File: config.mk
export PLATFORM = sky130hd
export DESIGN_NAME = gpio_irq_top
export DESIGN_NICKNAME = d
export VERILOG_FILES = /design/src/rtl/gpio_pkg.sv /design/src/rtl/gpio_sync.sv /design/src/rtl/gpio_irq_top.sv
export SDC_FILE = /design/constraint.sdc
export NUM_CORES = 1
export LEC_CHECK = 0
export CORE_MARGIN = 3
export CORE_UTILIZATION = 30
export DETAILED_ROUTE_END_ITERATION = 10
export GPL_ROUTABILITY_DRIVEN = 0
export GPL_TIMING_DRIVEN = 0
export SYNTH_ARGS = -nofsm -noshare
export SYNTH_HDL_FRONTEND = slang
export SYNTH_HIERARCHICAL = 1
export SYNTH_SLANG_ARGS = --single-unit
File: constraint.sdc
create_clock -name clk_i -period 2 [get_ports clk_i]
set_input_delay 0.4 -clock clk_i [delete_from_list [all_inputs] [get_ports clk_i]]
set_output_delay 0.4 -clock clk_i [all_outputs]
set_load 0.005 [all_outputs]
File: src/rtl/gpio_pkg.sv
// gpio_pkg: register map, bank geometry and bus states shared by the GPIO block.
package gpio_pkg;
  localparam int BANK_W = 32;
  localparam int MAX_PORT_NUM = 128;
  localparam logic [2:0] REG_DIR     = 3'd0;
  localparam logic [2:0] REG_OUT     = 3'd1;
  localparam logic [2:0] REG_IN      = 3'd2;
  localparam logic [2:0] REG_IE      = 3'd3;
  localparam logic [2:0] REG_EDGE    = 3'd4;
  localparam logic [2:0] REG_ISTAT   = 3'd5;
  localparam logic [2:0] REG_OUT_SET = 3'd6;
  localparam logic [2:0] REG_OUT_CLR = 3'd7;
  typedef enum logic {BUS_IDLE, BUS_ACK} bus_state_e;
endpackage

File: src/rtl/gpio_sync.sv
// gpio_sync: per-pin multi-flop synchroniser plus a "previous" flop for edge pulses.
module gpio_sync #(
  parameter int W = 32,
  parameter int STAGES = 2
) (
  input  logic         i_clk,
  input  logic         i_rst_n,
  input  logic [W-1:0] i_d,
  output logic [W-1:0] o_q,
  output logic [W-1:0] o_rise,
  output logic [W-1:0] o_fall
);
  logic [STAGES-1:0][W-1:0] r_sync;
  logic [W-1:0] r_prev;
  always_ff @(posedge i_clk or negedge i_rst_n)
    if (!i_rst_n) begin
      r_sync <= '0;
      r_prev <= '0;
    end else begin
      r_sync <= {r_sync[STAGES-2:0], i_d};
      r_prev <= r_sync[STAGES-1];
    end
  assign o_q = r_sync[STAGES-1];
  assign o_rise = o_q & ~r_prev;
  assign o_fall = ~o_q & r_prev;
endmodule

File: src/rtl/gpio_irq_top.sv
// gpio_irq_top: Wishbone GPIO with per-pin direction, atomic set/clear and edge interrupts.
// Registers are held at full 128-bit width; bits beyond PORT_NUM are masked constant zero.
module gpio_irq_top
  import gpio_pkg::*;
#(
  parameter int PORT_NUM = 32,
  parameter int SYNC_STAGES = 2
) (
  input  logic                clk_i,
  input  logic                rst_ni,
  input  logic                wb_cyc_i,
  input  logic                wb_stb_i,
  input  logic [31:0]         wb_adr_i,
  input  logic                wb_we_i,
  input  logic [3:0]          wb_sel_i,
  input  logic [31:0]         wb_dat_i,
  output logic [31:0]         wb_dat_o,
  output logic                wb_ack_o,
  input  logic [PORT_NUM-1:0] gpio_in_i,
  output logic [PORT_NUM-1:0] gpio_out_o,
  output logic [PORT_NUM-1:0] gpio_oe_o,
  output logic                irq_o
);
  localparam int MW = MAX_PORT_NUM;
  localparam logic [MW-1:0] VALID = {MW{1'b1}} >> (MW - PORT_NUM);
  bus_state_e r_state, w_state_nxt;
  logic [MW-1:0] r_dir, r_out, r_ie, r_edge, r_istat;
  logic [2:0] r_arm;
  logic [31:0] r_dat;
  logic r_irq;
  logic w_armed, w_acc, w_wr, w_unused;
  logic [1:0] w_bank;
  logic [2:0] w_reg;
  logic [6:0] w_base;
  logic [BANK_W-1:0] w_lane, w_rdat;
  logic [MW-1:0] w_m, w_wd, w_in, w_evt, w_clr;
  logic [PORT_NUM-1:0] w_sync, w_rise, w_fall;

  gpio_sync #(.W(PORT_NUM), .STAGES(SYNC_STAGES)) u_sync (
    .i_clk(clk_i), .i_rst_n(rst_ni), .i_d(gpio_in_i),
    .o_q(w_sync), .o_rise(w_rise), .o_fall(w_fall)
  );

  assign w_unused = ^{wb_adr_i[31:7], wb_adr_i[1:0]};
  assign w_bank = wb_adr_i[3:2];
  assign w_reg = wb_adr_i[6:4];
  assign w_base = {w_bank, 5'd0};
  assign w_acc = wb_cyc_i & wb_stb_i & (r_state == BUS_IDLE);
  assign w_wr = w_acc & wb_we_i;
  assign w_lane = {{8{wb_sel_i[3]}}, {8{wb_sel_i[2]}}, {8{wb_sel_i[1]}}, {8{wb_sel_i[0]}}};
  assign w_m = VALID & (MW'(w_lane) << w_base);
  assign w_wd = {4{wb_dat_i}} & w_m;
  assign w_in = MW'(w_sync);
  // Arming waits for the reset-zeroed synchroniser to fill, hiding pins held high through reset.
  assign w_armed = r_arm == 3'(SYNC_STAGES + 1);
  assign w_evt = w_armed ? ((MW'(w_rise) & ~r_edge) | (MW'(w_fall) & r_edge)) & ~r_dir : '0;
  assign w_clr = (w_wr && w_reg == REG_ISTAT) ? w_wd : '0;

  always_comb w_state_nxt = (r_state == BUS_IDLE && wb_cyc_i && wb_stb_i) ? BUS_ACK : BUS_IDLE;

  always_ff @(posedge clk_i or negedge rst_ni)
    if (!rst_ni) r_state <= BUS_IDLE;
    else r_state <= w_state_nxt;

  always_comb begin
    w_rdat = '0;
    case (w_reg)
      REG_DIR:   w_rdat = r_dir[w_base +: BANK_W];
      REG_OUT:   w_rdat = r_out[w_base +: BANK_W];
      REG_IN:    w_rdat = w_in[w_base +: BANK_W];
      REG_IE:    w_rdat = r_ie[w_base +: BANK_W];
      REG_EDGE:  w_rdat = r_edge[w_base +: BANK_W];
      REG_ISTAT: w_rdat = r_istat[w_base +: BANK_W];
      default:   w_rdat = '0;
    endcase
  end

  always_ff @(posedge clk_i or negedge rst_ni)
    if (!rst_ni) begin
      r_dir <= '0;
      r_out <= '0;
      r_ie <= '0;
      r_edge <= '0;
      r_istat <= '0;
      r_arm <= '0;
      r_dat <= '0;
      r_irq <= 1'b0;
    end else begin
      r_arm <= w_armed ? r_arm : r_arm + 3'd1;
      r_istat <= (r_istat & ~w_clr) | w_evt;
      r_irq <= |(r_istat & r_ie);
      if (w_acc) r_dat <= w_rdat;
      if (w_wr)
        case (w_reg)
          REG_DIR:     r_dir <= (r_dir & ~w_m) | w_wd;
          REG_OUT:     r_out <= (r_out & ~w_m) | w_wd;
          REG_IE:      r_ie <= (r_ie & ~w_m) | w_wd;
          REG_EDGE:    r_edge <= (r_edge & ~w_m) | w_wd;
          REG_OUT_SET: r_out <= r_out | w_wd;
          REG_OUT_CLR: r_out <= r_out & ~w_wd;
          default: ;
        endcase
    end

  assign wb_ack_o = r_state == BUS_ACK;
  assign wb_dat_o = r_dat;
  assign irq_o = r_irq;
  assign gpio_out_o = r_out[PORT_NUM-1:0];
  assign gpio_oe_o = r_dir[PORT_NUM-1:0];
endmodule
Yosys cells after proc, flatten, opt, wreduce, memory -nomap -nowiden

Cells that the tools add are included.
Widths: inputs -> output; s select.

Register bits after elaboration: 773
Bits of input ports: 105

$add $sub $neg: 1
Equal/unequal tests: 8
Shifts and indexed selects: 7
Multiplexer cells: 5
Bitwise operators: 31
Reductions and logical operators: 10

Operator list:

| kind                | number |
|---|---|
| $and 128x128->128   | 8 |
| $or 128x128->128    | 7 |
| $shiftx 128x8->32   | 6 |
| $not 128->128       | 4 |
| $pmux 128 s3        | 1 |
| $and 32x128->128    | 2 |
| $mux 128            | 2 |
| $pmux 32 s6         | 1 |
| $and 128x32->128    | 1 |
| $not 32->128        | 1 |
| $reduce_or 128->1   | 1 |
| $and 32x32->32      | 2 |
| $not 32->32         | 2 |
| $shl 32x7->32       | 1 |
| $eq 3x3->1 const B  | 4 |
| $eq 3x2->1 const B  | 3 |
| $reduce_and 2->1    | 4 |
| $add 3x1->3 const B | 1 |
| $and 1x1->1         | 3 |
| $eq 3x1->1 const B  | 1 |
| $logic_and 1x1->1   | 3 |
| $logic_not 3->1     | 1 |
| $reduce_bool 3->1   | 1 |
| $mux 1              | 1 |
| $not 1->1           | 1 |

Depth between registers and ports, before layout

Depth in word-level cells: 8
Gate-level depth with buffers: 7
Depth with buffers taken out: 5

Hierarchy

The synthesis kept the hierarchy.

Modules (own cells, without submodules):

| module       | instances | cells an instance | area an instance (µm²) | seq. area each (µm²) |
|---|---|---|---|---|
| gpio_irq_top | 1         | 974               | 9999.6                 | 4929.7 |
| gpio_sync    | 1         | 192               | 3203.1                 | 2402.3 |

Worst setup path before layout

No wires, ideal clock.

Kind: input-to-reg
Start point: in wb_adr_i[5]
End point: reg with a tool-made name
Arrival: 1.555 ns
Setup slack: 0.320 ns
Cell stages on the path: 4
Buffers on the path: 1
Path through: or3_1 > buf_2 > nor3_4 > mux2_2

RTL lines:

| item               | line               | text |
|---|---|---|
| start: declaration | gpio_irq_top.sv:13 | `input logic [31:0] wb_adr_i,` |

Worst setup path in the final report

Start point: in wb_adr_i[4]
End point: reg r_out[30]

Word-level cells in the longest chain between the ends: 3
Elaborated cells between the ends (all ways): 6

RTL lines:

| item                                            | line                | text |
|---|---|---|
| $eq 3x3->1 / $eq 3x1->1 (equally long branches) | gpio_irq_top.sv:94  | `case (w_reg)` |
| $reduce_bool 3->1 (no source line)              | --                  |  |
| $reduce_and 2->1 (no source line)               | --                  |  |
| end signal: assignment                          | gpio_irq_top.sv:96  | `REG_OUT: r_out <= (r_out & ~w_m) \| w_wd;` |
| end signal: assignment                          | gpio_irq_top.sv:99  | `REG_OUT_SET: r_out <= r_out \| w_wd;` |
| end signal: assignment                          | gpio_irq_top.sv:100 | `REG_OUT_CLR: r_out <= r_out & ~w_wd;` |
| end: declaration                                | gpio_irq_top.sv:27  | `logic [MW-1:0] r_dir, r_out, r_ie, r_edge, r_istat;` |

Several ways; a longest one is shown, not always the timed one.
A chain may end at the register's enable or synchronous reset.

==> results.json <==
{
  "syn_nets": 1273,
  "outcome": "completed",
  "firstDrtPassIters": 7,
  "diodes": 0,
  "relSlewSlack_pct": 41.2,
  "nFillCells": 4161,
  "routedWlPerCell_um": 23.5,
  "final_max_slew_viol_count": 0,
  "clock-root-buffer": "clkbuf_16",
  "crit_fanout": 10,
  "layout_common_cells": "293 x dfrtp_1, 170 x clkdlybuf4s50_1, 102 x o21ai_0",
  "criticalPathCategory": "in -> reg",
  "required_ns": 2.38,
  "coreArea_um2": 43300,
  "via_count": 10600,
  "skew_ns": 0.0126,
  "endpoint_kind": "flop",
  "cts_tree": "built",
  "synth_flop_cell": "dfrtp_1",
  "synth_top_cell_by_area": "dfrtp_1",
  "cts.sinks": 293,
  "layout.cells.most_common": "dfrtp_1",
  "antenna_found_initial": 7,
  "final_layout_size_suffix_gt1_share_pct": 23.5,
  "cellPowerDensity_nw_per_um2": 895,
  "dpl_worst_slack_ns": -0.829,
  "grt-ovfl-total": 0,
  "synth-seq-cells": 293,
  "period_share_pct": 99.4,
  "area_growth_pct": 29.8,
  "hp-class": "in -> reg",
  "yosysSeqAreaShare_pct": 55.5,
  "synth_warnings": 6,
  "rrSetupSlack_ns": 0.05,
  "fin_nets": 1494,
  "tightest_slew_ns": 0.882,
  "yosys.cell_types.count": 45,
  "setup_viol": 0,
  "grt_pass1_wl_um": 69200,
  "rr_worst_depth": 5,
  "drv_cap": 0,
  "final_util_pct": 39.6,
  "start_kind": "input pin",
  "detail_route.iter0.violations": 977,
  "hpwl_um": 32600,
  "synthTopCellsByArea": "dfrtp_1 56%, mux2_2 7.6%, and2b_2 4.2%",
  "pin_count": 203,
  "htree_num_levels": 2,
  "clock_latency_ns": 0.52,
  "period_needed_ns": 1.99,
  "synth_top_area_share_pct": 55.5,
  "io_buffers": 173,
  "die-area_um2": 46600,
  "rows": 76,
  "route.detailed.drc": 0,
  "crit_path_start": "wb_adr_i[4]",
  "numCtsBuffers": 35,
  "endpoint": "r_out[30]",
  "syn_area_um2": 13200,
  "die_y_um": 216,
  "clk_path_buf_depth": 3,
  "peakVddDrop_v": 0.000471,
  "vias_per_cell": 5.29,
  "async_flop_share_pct": 100,
  "grt_max_degree": 120,
  "fmax_mhz": 503,
  "start_util_pct": 30.5,
  "reg2reg_from": "wb_ack_o",
  "die_x_um": 216,
  "hold_viol_final": 0,
  "clkTransAtPathRegs_ns": 0.06,
  "setup_ws_ns": 0.0111,
  "holdWs_ns": 0.318,
  "synthCells": 1166,
  "synth.avg_cell_area_um2": 11.3,
  "grt_pass1_vias": 10900,
  "drt-total-wl_um": 46800,
  "antenna_left": 0,
  "gr-usage-all-layers_pct": 19.6,
  "synth_edf_count": 0,
  "crit_arrival_ns": 2.37,
  "p_leak_nw": 7.65
}
-- cells by family (layout without fill, tap and decap cells) --
logic type,count (synthesis),in the layout,synth area share (%)
flops,293,293,55.5
buf+inv,170,415,6.09
compound gates,337,337,16.1
fa+ha+maj,2,2,0.190
xor+xnor,1,1,0.0664
simple gates,232,232,11.2
mux,131,131,10.9
-- power breakdown --
part	total [mW]	internal (mW)	switching, mW
Combinational	2.11	1.11	1.00
Sequential	6.73	6.36	0.376
Clock	6.50	3.99	2.51
Total	15.3	11.5	3.88
-- worst max-delay path, cell delays in order --
cell and delay (ns):
clkdlybuf4s50_1 0.62, nand2b_1 0.14, buf_2 0.27, nor2_1 0.09, o21ai_2 0.34, buf_2 0.36
o22ai_1 0.14
-- cells in the mapped netlist, types with 2 or more instances --
cell type and number:
mux2_2 89, nor2_4 2, ha_1 2, nor2_2 2, and2b_2 64, a221oi_1 62
nor3b_1 2, a22oi_1 16, nand2_2 2, a21oi_1 64, nand2_1 55, nand4_1 4
dfrtp_1 293, nor3b_2 3, mux2_1 8, nor2_1 33, nand3_2 5, inv_1 72
buf_2 25, or2_2 2, mux2i_1 34, a2bb2oi_1 19, buf_4 36, o22ai_1 63
nor2b_1 12, buf_1 2, nand2b_1 34, nor3_4 2, and3b_1 2, o21ai_1 8
o21ai_0 102, clkbuf_1 34
-- how the worst min path moves through the flow --
stage | cells past startpoint | slack [ns] | from | to
final | 1 | 0.32 | gpio_in_i[10] | u_sync/r_sync[10]
after CTS | 1 | 0.30 | gpio_in_i[10] | u_sync/r_sync[10]
after global routing | 1 | 0.30 | gpio_in_i[8] | u_sync/r_sync[8]
after global placement | 0 | 0.34 | u_sync/r_sync[25] | u_sync/o_q[25]
after floorplan | 0 | 0.10 | rst_ni | async pin
after detailed placement | 0 | 0.34 | u_sync/r_sync[2] | u_sync/o_q[2]
-- metal layers --
metal  GRT usage [%]  share of wire, %  vias up
li1                -                 -     4598
met1            25.5                41     5247
met2            30.6                44      546
met3            5.86               9.7      156
met4            8.09               4.3       12
met5               0              0.16        -
-- through the flow --
step                      total power [mW]  cell area, um^2  setup TNS (ns)  instances
after floorplan                       7.53            13200               0       1166
after global placement                8.87            15700        -3814.29       1924
after CTS                             15.5            17000        -0.00254       1993
final                                 15.3            17100               0       1996
after global routing                  15.9            17100        -0.00190       1996
after detailed placement              8.91            15800         -110.10       1927
-- area by class of cell --
class / count / area [um^2] / area share (%)
inverter: 73 / 274 / 1.60
timing repair buffer: 184 / 1920 / 11.2
buffer: 97 / 612 / 3.57
tap: 585 / 732 / 4.27
clock buffer: 51 / 1040 / 6.06
clock inverter: 10 / 131 / 0.767
sequential: 293 / 7330 / 42.8
multi-input combinational: 703 / 5090 / 29.7
-- timing repair --
action | in CTS | in global routing
setup endpoints to repair | 127 | 242
gates resized for setup | 40 | 23
gates cloned | 0 | 1
endpoints found under the hold margin | 110 | 0
buffers inserted | 4 | 2
pin swaps | 2 | 2
hold buffers | 1 | 0
Power figures use the tool's default switching activity.
